### src/rtl/keypad_scan_fifo_if.sv
// CPU-facing side of the keypad scanner: pop/clear strobes in, FIFO head and status out.
interface keypad_scan_fifo_if #(
  parameter int CODE_WIDTH = 4,
  parameter int FIFO_DEPTH = 8
);
  logic                        pop;
  logic                        clear_overflow;
  logic [CODE_WIDTH-1:0]       key_code;
  logic                        key_valid;
  logic [$clog2(FIFO_DEPTH):0] fifo_count;
  logic                        overflow;
  logic                        held;

  modport master (
    output pop, clear_overflow,
    input  key_code, key_valid, fifo_count, overflow, held
  );
  modport slave (
    input  pop, clear_overflow,
    output key_code, key_valid, fifo_count, overflow, held
  );
endinterface

### src/rtl/keypad_scan_fifo.sv
// Row-scanning keypad reader: debounces whole-matrix scans and queues one key code per
// accepted press into a small FIFO read by the CPU.
module keypad_scan_fifo #(
  parameter int NUM_ROWS       = 4,
  parameter int NUM_COLS       = 3,
  parameter int SCAN_CYCLES    = 30000,
  parameter int DEBOUNCE_SCANS = 4,
  parameter int FIFO_DEPTH     = 8,
  parameter int CODE_WIDTH     = 4
) (
  input  logic                clock,
  input  logic                reset,
  input  logic [NUM_COLS-1:0] cols,
  output logic [NUM_ROWS-1:0] rows,
  keypad_scan_fifo_if.slave   bus
);
  localparam int KEYS  = NUM_ROWS * NUM_COLS;
  localparam int CNT_W = $clog2(SCAN_CYCLES);
  localparam int ROW_W = $clog2(NUM_ROWS);
  localparam int STB_W = $clog2(DEBOUNCE_SCANS + 1);
  localparam int PTR_W = $clog2(FIFO_DEPTH);
  localparam int CNF_W = PTR_W + 1;

  typedef enum logic [1:0] {CAND_NONE = 2'd0, CAND_KEY = 2'd1, CAND_MULTI = 2'd2} cand_e;

  logic [NUM_COLS-1:0] cols_meta_q, cols_sync_q;
  logic [CNT_W-1:0]    dwell_q, dwell_d;
  logic [ROW_W-1:0]    row_idx_q, row_idx_d;
  logic [NUM_ROWS-1:0] rows_q, rows_d;
  logic [KEYS-1:0]     image_q, image_d, img_s;
  cand_e               last_kind_q, last_kind_d, deb_kind_q, deb_kind_d, cand_kind_s;
  logic [CODE_WIDTH-1:0] last_code_q, last_code_d, deb_code_q, deb_code_d;
  logic [CODE_WIDTH-1:0] hit_code_s, cand_code_s, push_code_q, push_code_d;
  logic [STB_W-1:0]    stable_q, stable_d;
  logic                push_q, push_d;
  logic [1:0]          hits_s;
  logic                sample_s, scan_end_s;
  logic [FIFO_DEPTH-1:0][CODE_WIDTH-1:0] mem_q, mem_d;
  logic [PTR_W-1:0]    head_q, head_d, tail_q, tail_d;
  logic [CNF_W-1:0]    count_q, count_d;
  logic                overflow_q, overflow_d;
  logic                empty_s, full_s, do_pop_s, do_push_s, drop_s;

  // Row dwell timing, scan image accumulation and candidate classification.
  always_comb begin
    sample_s   = (dwell_q == CNT_W'(SCAN_CYCLES - 1));
    scan_end_s = sample_s && (row_idx_q == ROW_W'(NUM_ROWS - 1));
    if (sample_s) begin
      dwell_d   = '0;
      row_idx_d = (row_idx_q == ROW_W'(NUM_ROWS - 1)) ? '0 : row_idx_q + ROW_W'(1);
    end else begin
      dwell_d   = dwell_q + CNT_W'(1);
      row_idx_d = row_idx_q;
    end
    rows_d = NUM_ROWS'(1) << row_idx_d;

    img_s = image_q;
    for (int r = 0; r < NUM_ROWS; r++) begin
      for (int c = 0; c < NUM_COLS; c++) begin
        if (sample_s && (row_idx_q == ROW_W'(r))) begin
          img_s[r*NUM_COLS+c] = image_q[r*NUM_COLS+c] | cols_sync_q[c];
        end else begin
          img_s[r*NUM_COLS+c] = image_q[r*NUM_COLS+c];
        end
      end
    end
    image_d = scan_end_s ? '0 : img_s;

    // Bit index equals row*NUM_COLS+col, so the last set bit is the key code when only one is set.
    hits_s     = 2'd0;
    hit_code_s = '0;
    for (int k = 0; k < KEYS; k++) begin
      hit_code_s = img_s[k] ? CODE_WIDTH'(k) : hit_code_s;
      hits_s     = (img_s[k] && (hits_s != 2'd2)) ? hits_s + 2'd1 : hits_s;
    end
    case (hits_s)
      2'd0:    cand_kind_s = CAND_NONE;
      2'd1:    cand_kind_s = CAND_KEY;
      default: cand_kind_s = CAND_MULTI;
    endcase
    cand_code_s = (cand_kind_s == CAND_KEY) ? hit_code_s : '0;
  end

  // Debounce across scans; a push is armed only on a transition into a new pressed key.
  always_comb begin
    last_kind_d = last_kind_q;
    last_code_d = last_code_q;
    stable_d    = stable_q;
    deb_kind_d  = deb_kind_q;
    deb_code_d  = deb_code_q;
    push_d      = 1'b0;
    push_code_d = push_code_q;
    if (scan_end_s) begin
      if ((cand_kind_s == last_kind_q) && (cand_code_s == last_code_q)) begin
        stable_d = (stable_q == STB_W'(DEBOUNCE_SCANS)) ? stable_q : stable_q + STB_W'(1);
      end else begin
        last_kind_d = cand_kind_s;
        last_code_d = cand_code_s;
        stable_d    = STB_W'(1);
      end
      if ((stable_d == STB_W'(DEBOUNCE_SCANS)) && (cand_kind_s != CAND_MULTI)) begin
        deb_kind_d = cand_kind_s;
        deb_code_d = cand_code_s;
        if ((cand_kind_s == CAND_KEY) &&
            ((deb_kind_q != CAND_KEY) || (deb_code_q != cand_code_s))) begin
          push_d      = 1'b1;
          push_code_d = cand_code_s;
        end else begin
          push_d = 1'b0;
        end
      end else begin
        deb_kind_d = deb_kind_q;
      end
    end else begin
      stable_d = stable_q;
    end
  end

  // Event FIFO; a pop in the same cycle frees the slot a full-FIFO push needs.
  always_comb begin
    empty_s    = (count_q == '0);
    full_s     = (count_q == CNF_W'(FIFO_DEPTH));
    do_pop_s   = bus.pop && !empty_s;
    do_push_s  = push_q && (!full_s || do_pop_s);
    drop_s     = push_q && full_s && !do_pop_s;
    mem_d      = mem_q;
    if (do_push_s) begin
      mem_d[tail_q] = push_code_q;
    end else begin
      mem_d = mem_q;
    end
    head_d = do_pop_s  ? head_q + PTR_W'(1) : head_q;
    tail_d = do_push_s ? tail_q + PTR_W'(1) : tail_q;
    case ({do_push_s, do_pop_s})
      2'b10:   count_d = count_q + CNF_W'(1);
      2'b01:   count_d = count_q - CNF_W'(1);
      default: count_d = count_q;
    endcase
    if (drop_s) begin
      overflow_d = 1'b1;
    end else if (bus.clear_overflow) begin
      overflow_d = 1'b0;
    end else begin
      overflow_d = overflow_q;
    end
  end

  // State registers.
  always_ff @(posedge clock or posedge reset) begin
    if (reset) begin
      cols_meta_q <= '0;
      cols_sync_q <= '0;
      dwell_q     <= '0;
      row_idx_q   <= '0;
      rows_q      <= NUM_ROWS'(1);
      image_q     <= '0;
      last_kind_q <= CAND_NONE;
      last_code_q <= '0;
      stable_q    <= '0;
      deb_kind_q  <= CAND_NONE;
      deb_code_q  <= '0;
      push_q      <= 1'b0;
      push_code_q <= '0;
      mem_q       <= '0;
      head_q      <= '0;
      tail_q      <= '0;
      count_q     <= '0;
      overflow_q  <= 1'b0;
    end else begin
      cols_meta_q <= cols;
      cols_sync_q <= cols_meta_q;
      dwell_q     <= dwell_d;
      row_idx_q   <= row_idx_d;
      rows_q      <= rows_d;
      image_q     <= image_d;
      last_kind_q <= last_kind_d;
      last_code_q <= last_code_d;
      stable_q    <= stable_d;
      deb_kind_q  <= deb_kind_d;
      deb_code_q  <= deb_code_d;
      push_q      <= push_d;
      push_code_q <= push_code_d;
      mem_q       <= mem_d;
      head_q      <= head_d;
      tail_q      <= tail_d;
      count_q     <= count_d;
      overflow_q  <= overflow_d;
    end
  end

  assign rows           = rows_q;
  assign bus.key_code   = empty_s ? '0 : mem_q[head_q];
  assign bus.key_valid  = !empty_s;
  assign bus.fifo_count = count_q;
  assign bus.overflow   = overflow_q;
  assign bus.held       = (deb_kind_q == CAND_KEY);
endmodule

### src/flat_wrapper.sv
// flat-port wrapper written by rule: the top's interface ports become plain ports
module keypad_scan_fifo_flat 
#(
  parameter int NUM_ROWS       = 4,
  parameter int NUM_COLS       = 3,
  parameter int SCAN_CYCLES    = 30000,
  parameter int DEBOUNCE_SCANS = 4,
  parameter int FIFO_DEPTH     = 8,
  parameter int CODE_WIDTH     = 4
)
  (clock, reset, cols, rows, bus_pop, bus_clear_overflow, bus_key_code, bus_key_valid, bus_fifo_count, bus_overflow, bus_held);
  keypad_scan_fifo_if #(.CODE_WIDTH(CODE_WIDTH), .FIFO_DEPTH(FIFO_DEPTH)) bus_i ();
  input  logic clock;
  input  logic reset;
  input  logic [NUM_COLS-1:0] cols;
  output logic [NUM_ROWS-1:0] rows;
  input wire logic [$bits(bus_i.pop)-1:0] bus_pop;
  input wire logic [$bits(bus_i.clear_overflow)-1:0] bus_clear_overflow;
  output wire logic [$bits(bus_i.key_code)-1:0] bus_key_code;
  output wire logic [$bits(bus_i.key_valid)-1:0] bus_key_valid;
  output wire logic [$bits(bus_i.fifo_count)-1:0] bus_fifo_count;
  output wire logic [$bits(bus_i.overflow)-1:0] bus_overflow;
  output wire logic [$bits(bus_i.held)-1:0] bus_held;
  assign bus_i.pop = bus_pop;
  assign bus_i.clear_overflow = bus_clear_overflow;
  assign bus_key_code = bus_i.key_code;
  assign bus_key_valid = bus_i.key_valid;
  assign bus_fifo_count = bus_i.fifo_count;
  assign bus_overflow = bus_i.overflow;
  assign bus_held = bus_i.held;
  keypad_scan_fifo #(.NUM_ROWS(NUM_ROWS), .NUM_COLS(NUM_COLS), .SCAN_CYCLES(SCAN_CYCLES), .DEBOUNCE_SCANS(DEBOUNCE_SCANS), .FIFO_DEPTH(FIFO_DEPTH), .CODE_WIDTH(CODE_WIDTH)) u_core (.clock(clock), .reset(reset), .cols(cols), .rows(rows), .bus(bus_i));
endmodule
### config.mk
export PLATFORM = sky130hd
export DESIGN_NAME = keypad_scan_fifo_flat
export DESIGN_NICKNAME = d
export VERILOG_FILES = /design/src/rtl/keypad_scan_fifo_if.sv /design/src/rtl/keypad_scan_fifo.sv /design/src/flat_wrapper.sv
export SDC_FILE = /design/constraint.sdc
export NUM_CORES = 1
export LEC_CHECK = 0
export ABC_AREA = 1
export CORE_UTILIZATION = 50
export CTS_CLUSTER_SIZE = 30
export DETAILED_ROUTE_END_ITERATION = 8
export PLACE_DENSITY = 0.67
export SETUP_SLACK_MARGIN = 0.4
export SLEW_MARGIN = 20
export SYNTH_ARGS = -nofsm -noshare
export SYNTH_HDL_FRONTEND = slang
export SYNTH_SLANG_ARGS = --single-unit
export TNS_END_PERCENT = 50
### constraint.sdc
create_clock -name clock -period 11.1 [get_ports clock]
set_clock_uncertainty 0.15 [all_clocks]
set_input_delay 1.11 -clock clock [delete_from_list [all_inputs] [get_ports clock]]
set_output_delay 1.11 -clock clock [all_outputs]
set_load 0.02 [all_outputs]
==> results.json, run 1 <==
{
  "synth.cell_area_mm2": 0.005664,
  "worst_min_delay_path_class": "reg -> reg",
  "tightestPinTransition_ns": 0.7910,
  "slew_violations": 0,
  "remaining_drc_errors": 0,
  "wl_met3_um": 424,
  "clkSinkCount": 102,
  "timing_hold_violations_final": 0,
  "min_period_over_period": 0.8563,
  "rows": 38,
  "worst_path_most_repeated_cell": "sky130_fd_sc_hd__inv_1",
  "global_route_congestion_overflow_total": 0,
  "floorplan.initialDensity": 0.5180,
  "synth_simple_gate_area_frac": 0.2874,
  "pin_count": 22,
  "place_worst_setup_slack_ns": 1.365,
  "finalWorstSetupSlack_ns": 1.595,
  "wl_met1_um": 5401,
  "met2WireLength_um": 5195,
  "detail_route.wirelength_um": 11180,
  "grt_first_pass_wirelength_um": 19700,
  "dominant_delay_contributor_by_cell_family_on_the_critical_path": "simple AND/OR/NAND/NOR gates",
  "power.static_leakage_nw": 3.132,
  "synth_warnings": 0,
  "post-dp-hpwl_um": 8161,
  "stdcell_count": 869,
  "1st_pass_router_iterations": 5,
  "slew_headroom": 0.4727,
  "synth_compound_gate_area_share": 0.1146,
  "critical_path.slowest_cell": "sky130_fd_sc_hd__dfrtp_1",
  "postSynthRegisterBits": 102,
  "critical_path.max_fanout": 11,
  "chipHeight_um": 108.4,
  "deepest_clock_path_buffer_count": 2,
  "drive_above_1_share": 0.1317,
  "synth_fa_ha_area_frac": 0.05655,
  "ctsHtreeMaxLevel": 3,
  "routed-via-count": 4524,
  "ctsRootBufferMaster": "sky130_fd_sc_hd__clkbuf_16",
  "worstPathArrival_ns": 9.59,
  "required_ns": 11.18,
  "synth-seq-area-share": 0.4509,
  "port-buffer-count": 21,
  "area.growth.synth_to_final_pct": 11.86,
  "clk_latency_ns": 0.35,
  "synth_top_family_by_area": "simple AND/OR/NAND/NOR gates",
  "critical_path.n_buffers_inverters": 14,
  "grt_start_max_net_pins": 65,
  "synthMuxAreaShare": 0,
  "gr-usage-all-layers": 0.2127,
  "rsz0062_at_grt": "no",
  "cts_resized": 0,
  "post-route-min-period_ns": 9.505,
  "avgSynthCellArea_um2": 8.115,
  "routed_via_density": 5.206,
  "synth_cells": 698,
  "report.final.setup_viol": 0,
  "cts.clk_slew.worst_paths_ns": 0.07,
  "run_status": "finished, final reports clean",
  "postCtsSetupRepairBufs": 0,
  "max-vdd-ir-drop_mv": 0.1530,
  "gp_weighted_congestion": 0.8496,
  "final.setup.tns_ns": 0,
  "cts-buffers-inserted": 9,
  "syn-num-nets": 730,
  "placed_cells_incl_taps": 853,
  "fp.dieW_um": 108.4,
  "start_kind": "register",
  "cap_violations": 0,
  "max_stage_delay_ns": 0.40,
  "coreArea_mm2": 0.01094,
  "antenna-diode-count": 0,
  "num-nets-final": 756,
  "vias_in_the_first_global_route": 4352,
  "critical_path_class": "reg -> reg",
  "cts_tree": "yes",
  "synth_flop_cell": "sky130_fd_sc_hd__dfrtp_1",
  "floorplan.die_area_mm2": 0.01176,
  "antenna_violations_before_repair": 0,
  "first_iter_violations": 345,
  "maxUsedRoutingLayer": "met4",
  "edff_count_synth": 0,
  "postCtsHoldBufs": 0,
  "xor_and_xnor_area_share_after_synthesis": 0.01701,
  "maxClockFrequency_ghz": 0.1052,
  "ys_types": 41,
  "ant_nets": 0,
  "postSynth.asyncResetShare": 1.000,
  "timing.critical_path.to_type": "register",
  "power_per_cell_area_mw_per_mm2": 149.6,
  "routedWlPerCell_um": 12.87
}
==> power breakdown <==
group	switching (W)	internal, W
Sequential	0.0000266	0.000386
Combinational	0.000125	0.0000887
Clock	0.000144	0.000178
==> synth_stat cells (2+ instances only) <==
cell	number	share of area
sky130_fd_sc_hd__nand4_1	10	0.011
sky130_fd_sc_hd__and2_1	2	0.0022
sky130_fd_sc_hd__inv_2	8	0.0053
sky130_fd_sc_hd__o22ai_1	5	0.0055
sky130_fd_sc_hd__nand2_1	142	0.094
sky130_fd_sc_hd__nand2_2	18	0.020
sky130_fd_sc_hd__ha_1	24	0.053
sky130_fd_sc_hd__nand3_1	43	0.038
sky130_fd_sc_hd__buf_6	2	0.0040
sky130_fd_sc_hd__nand2_4	2	0.0040
sky130_fd_sc_hd__nor3_1	4	0.0035
sky130_fd_sc_hd__o21ai_2	6	0.0093
sky130_fd_sc_hd__xnor2_1	2	0.0031
sky130_fd_sc_hd__clkbuf_1	5	0.0033
sky130_fd_sc_hd__a21oi_1	20	0.018
sky130_fd_sc_hd__nor2_2	10	0.011
sky130_fd_sc_hd__nand3_2	18	0.032
sky130_fd_sc_hd__nor2_1	76	0.050
sky130_fd_sc_hd__a21oi_2	3	0.0046
sky130_fd_sc_hd__nor2_4	3	0.0060
sky130_fd_sc_hd__or2_1	3	0.0033
sky130_fd_sc_hd__inv_1	88	0.058
sky130_fd_sc_hd__dfrtp_1	101	0.45
sky130_fd_sc_hd__xor2_1	9	0.014
sky130_fd_sc_hd__o211ai_1	2	0.0026
sky130_fd_sc_hd__a31oi_1	4	0.0044
sky130_fd_sc_hd__o21ai_0	74	0.065
==> worst register-to-register path: cells and delay by family (launching register included) <==
family                     cells  cell delay, ns
DFF                            1            0.40
adders and majority gates     11            2.10
AOI/OAI and AO/OA              4            0.61
buffers and inverters         14            1.38
and+or+nand+nor               38            4.75
==> final timing paths <==
kind	end	startpoint	slack, ns	depth (start not counted)
hold reg to reg	u_core.cols_sync_q[2]	u_core.cols_meta_q[2]	0.20	0
min in group asynchronous	u_core.dwell_q[11]	reset	1.00	2
setup / recovery	u_core.deb_code_q[3]	u_core.dwell_q[0]	1.59	67
setup reg to reg	u_core.deb_code_q[3]	u_core.dwell_q[0]	1.59	67
hold / removal	u_core.cols_sync_q[2]	u_core.cols_meta_q[2]	0.20	0
max in group asynchronous	u_core.deb_code_q[0]	reset	8.62	3
==> cell type report <==
cell class | count | area [um2]
timing repair buffer | 23 | 225.2
tap | 140 | 175.2
clock inverter | 7 | 80.08
multi-input combinational | 490 | 2704
fill | 986 | 4599
clock buffer | 9 | 225.2
inverter | 98 | 372.9
sequential | 102 | 2554
==> per-layer routing <==
| metal | GRT usage | vias up |
|---|---|---|
| met5 | 0 | - |
| met3 | 0.04581 | 11 |
| met4 | 0.05695 | 0 |
| li1 | - | 2307 |
| met1 | 0.2803 | 2126 |
| met2 | 0.3531 | 80 |
==> cells in the final DEF (no fill, tap or decap), drive strengths merged, types with 5 or more instances in the layout <==
cell type,instances
or2,5
nor2,89
a21oi,24
nand4,11
dfrtp,101
inv,99
clkbuf,9
nand2,163
nand3,62
clkdlybuf4s50,21
o22ai,5
o21ai,81
ha,24
xor2,9
==> logic make-up (layout without fill, tap and decap cells) <==
| logic type | Yosys count | after routing |
|---|---|---|
| buffers and inverters | 106 | 137 |
| AO/OA/AOI/OAI | 117 | 117 |
| flip-flops | 102 | 102 |
| AND/OR/NAND/NOR | 337 | 337 |
| XOR/XNOR | 11 | 11 |
| adder cells (fa/ha/maj) | 25 | 25 |
==> sequential cells by signal (all words and copies together), names as in the netlist <==
| name | flops |
|---|---|
| u_core.bus.fifo_count | 4 |
| u_core.bus.overflow | 1 |
| u_core.cols_meta_q | 3 |
| u_core.cols_sync_q | 3 |
| u_core.deb_code_q | 4 |
| u_core.deb_kind_q | 2 |
| u_core.dwell_q | 15 |
| u_core.head_q | 3 |
| u_core.image_q | 12 |
| u_core.last_code_q | 4 |
| u_core.last_kind_q | 2 |
| u_core.mem_q | 32 |
| u_core.push_code_q | 4 |
| u_core.push_q | 1 |
| u_core.row_idx_q | 2 |
| u_core.rows | 4 |
| u_core.stable_q | 3 |
| u_core.tail_q | 3 |
==> metrics by stage <==
stage	total power (W)	util	area, um2	hold slack, ns
2_1_floorplan	0.0005521	-	5664	0.1812
3_3_place_gp	0.0006287	0.5506	6021	0.1817
3_5_place_dp	0.0006311	0.5506	6021	0.1847
4_1_cts	0.0009550	0.5785	6326	0.2002
5_1_grt	0.0009985	0.5794	6336	0.2062
6_report	0.0009478	0.5794	6336	0.1993
(Power assumes the default switching activity.)
==> inputs of run 2 (changes only) <==
--- a/config.mk
+++ b/config.mk
@@ -11,6 +11,7 @@
 export DETAILED_ROUTE_END_ITERATION = 8
 export PLACE_DENSITY = 0.67
 export SETUP_SLACK_MARGIN = 0.4
+export SKIP_CTS_REPAIR_TIMING = 1
 export SLEW_MARGIN = 20
 export SYNTH_ARGS = -nofsm -noshare
 export SYNTH_HDL_FRONTEND = slang
==> results of run 2 <==
Final layout, timing and power as in run 1 (identical DEF).
==> inputs of run 3 (changes only) <==
--- a/config.mk
+++ b/config.mk
@@ -6,10 +6,11 @@
 export NUM_CORES = 1
 export LEC_CHECK = 0
 export ABC_AREA = 1
-export CORE_UTILIZATION = 50
+export CORE_UTILIZATION = 64
 export CTS_CLUSTER_SIZE = 30
 export DETAILED_ROUTE_END_ITERATION = 8
-export PLACE_DENSITY = 0.67
+export DONT_BUFFER_PORTS = 1
+export PLACE_DENSITY = 0.8
 export SETUP_SLACK_MARGIN = 0.4
 export SKIP_CTS_REPAIR_TIMING = 1
 export SLEW_MARGIN = 20
==> results.json, run 3 (synthesized netlist as in run 1, its figures left out) <==
{
  "run_status": "finished, final reports clean",
  "drive_above_1_share": 0.1384,
  "place_worst_setup_slack_ns": 1.215,
  "worstPathArrival_ns": 9.88,
  "detail_route.wirelength_um": 11360,
  "area_occupied_by_multi_input_gates_mm2": 0.002705,
  "layout.area.seq_mm2": 0.002554,
  "cts_tree": "yes",
  "ctsHtreeMaxLevel": 3,
  "floorplan.die_area_mm2": 0.009230,
  "gp_weighted_congestion": 0.8494,
  "rows": 33,
  "critical_path.max_fanout": 11,
  "gr-usage-all-layers": 0.2704,
  "registers.top_by_ff_count": "u_core.mem_q",
  "grt_first_pass_wirelength_um": 19290,
  "power_per_cell_area_mw_per_mm2": 137.8,
  "timing.critical_path.to_type": "register",
  "max_stage_delay_ns": 0.38,
  "global_route_congestion_overflow_total": 0,
  "slew_headroom": 0.4371,
  "max-vdd-ir-drop_mv": 0.09239,
  "dominant_delay_contributor_by_cell_family_on_the_critical_path": "simple AND/OR/NAND/NOR gates",
  "crit_cells": 67,
  "layout.cells.most_common": "sky130_fd_sc_hd__nand2_1",
  "rsz0062_at_grt": "no",
  "final.setup.tns_ns": 0,
  "antenna-diode-count": 0,
  "critical_path.slowest_cell": "sky130_fd_sc_hd__dfrtp_1",
  "number_of_flip_flops_in_the_largest_register": 32,
  "cap_violations": 0,
  "cts.clk_slew.worst_paths_ns": 0.09,
  "maxClockFrequency_ghz": 0.1022,
  "top_regs": "u_core.mem_q x32, u_core.dwell_q x15, u_core.image_q x12",
  "finalWorstSetupSlack_ns": 1.318,
  "worst_min_delay_path_class": "reg -> reg",
  "antenna_violations_before_repair": 0,
  "routed-via-count": 4583,
  "min_period_over_period": 0.8813,
  "deepest_clock_path_buffer_count": 2,
  "leading_cell_types_in_the_layout_fill_and_taps_excluded": "141 x sky130_fd_sc_hd__nand2_1, 101 x sky130_fd_sc_hd__dfrtp_1, 87 x sky130_fd_sc_hd__inv_1",
  "1st_pass_router_iterations": 5,
  "power.static_leakage_nw": 3.018,
  "num-nets-final": 735,
  "start_kind": "register",
  "layout.core_utilization": 0.7153,
  "post-route-min-period_ns": 9.782,
  "slew_violations": 0,
  "timing_hold_violations_final": 0,
  "tightestPinTransition_ns": 0.8444,
  "floorplan.initialDensity": 0.6758,
  "min_path_cells": 0,
  "first_iter_violations": 200,
  "routedWlPerCell_um": 13.98,
  "critical_path_class": "reg -> reg",
  "critical_path.n_buffers_inverters": 13,
  "routed_via_density": 5.637,
  "timing.reg2reg.worst_path_depth": 67,
  "port-buffer-count": 0,
  "fillCellCount": 660,
  "cts-buffers-inserted": 9,
  "worst_path_most_repeated_cell": "sky130_fd_sc_hd__inv_1",
  "ant_nets": 0,
  "clk_latency_ns": 0.36,
  "clkSinkCount": 102,
  "grt_start_max_net_pins": 69,
  "area.growth.synth_to_final_pct": 5.854,
  "vias_in_the_first_global_route": 4414,
  "coreArea_mm2": 0.008382,
  "chipHeight_um": 96.08,
  "pin_count": 22,
  "rrSetupSlack_ns": 1.32,
  "remaining_drc_errors": 0,
  "post-layout-total-power_w": 0.0008264,
  "fp.dieW_um": 96.08,
  "post-dp-hpwl_um": 8447,
  "required_ns": 11.20,
  "report.final.setup_viol": 0,
  "ctsRootBufferMaster": "sky130_fd_sc_hd__clkbuf_8"
}
run 3: worst paths after layout:
| kind | startpoint | end |
|---|---|---|
| worst min register to register | u_core.cols_meta_q[1] | u_core.cols_sync_q[1] |
| worst max-delay path | u_core.dwell_q[0] | u_core.deb_code_q[3] |
| worst max register to register | u_core.dwell_q[0] | u_core.deb_code_q[3] |
| worst min-delay path | u_core.cols_meta_q[1] | u_core.cols_sync_q[1] |
| min in group asynchronous | reset | u_core.row_idx_q[0] |
| max in group asynchronous | reset | u_core.mem_q[13] |
run 3: metrics by stage:
stage	cell area (um2)	std cells	hold slack [ns]
floorplan	5664	698	0.1812
global placement	5767	797	0.2009
detailed placement	5767	797	0.2011
CTS	5984	813	0.2226
global route	5996	813	0.2338
finish	5996	813	0.2229
run 3: power by group:
part / internal [W] / switching [W]
clock: 0.000124 / 0.000126
combinational: 0.0000511 / 0.000106
sequential: 0.000386 / 0.0000336
run 3: layer usage:
layer  global-route usage  vias up  wire, um
met1               0.3440     2203      5130
met2               0.4657      100      5616
met3              0.04660       20       423
met4              0.09080        0       193
met5                    0        -         0
li1                     -     2260         -
run 3: area by class of cell:
class | instances | share of cell area
clock buffer | 12 | 0.02755
clock inverter | 4 | 0.008765
inverter | 98 | 0.06219
multi-input combinational | 490 | 0.4512
sequential | 102 | 0.4259
tap | 105 | 0.02191
timing repair buffer | 2 | 0.002504
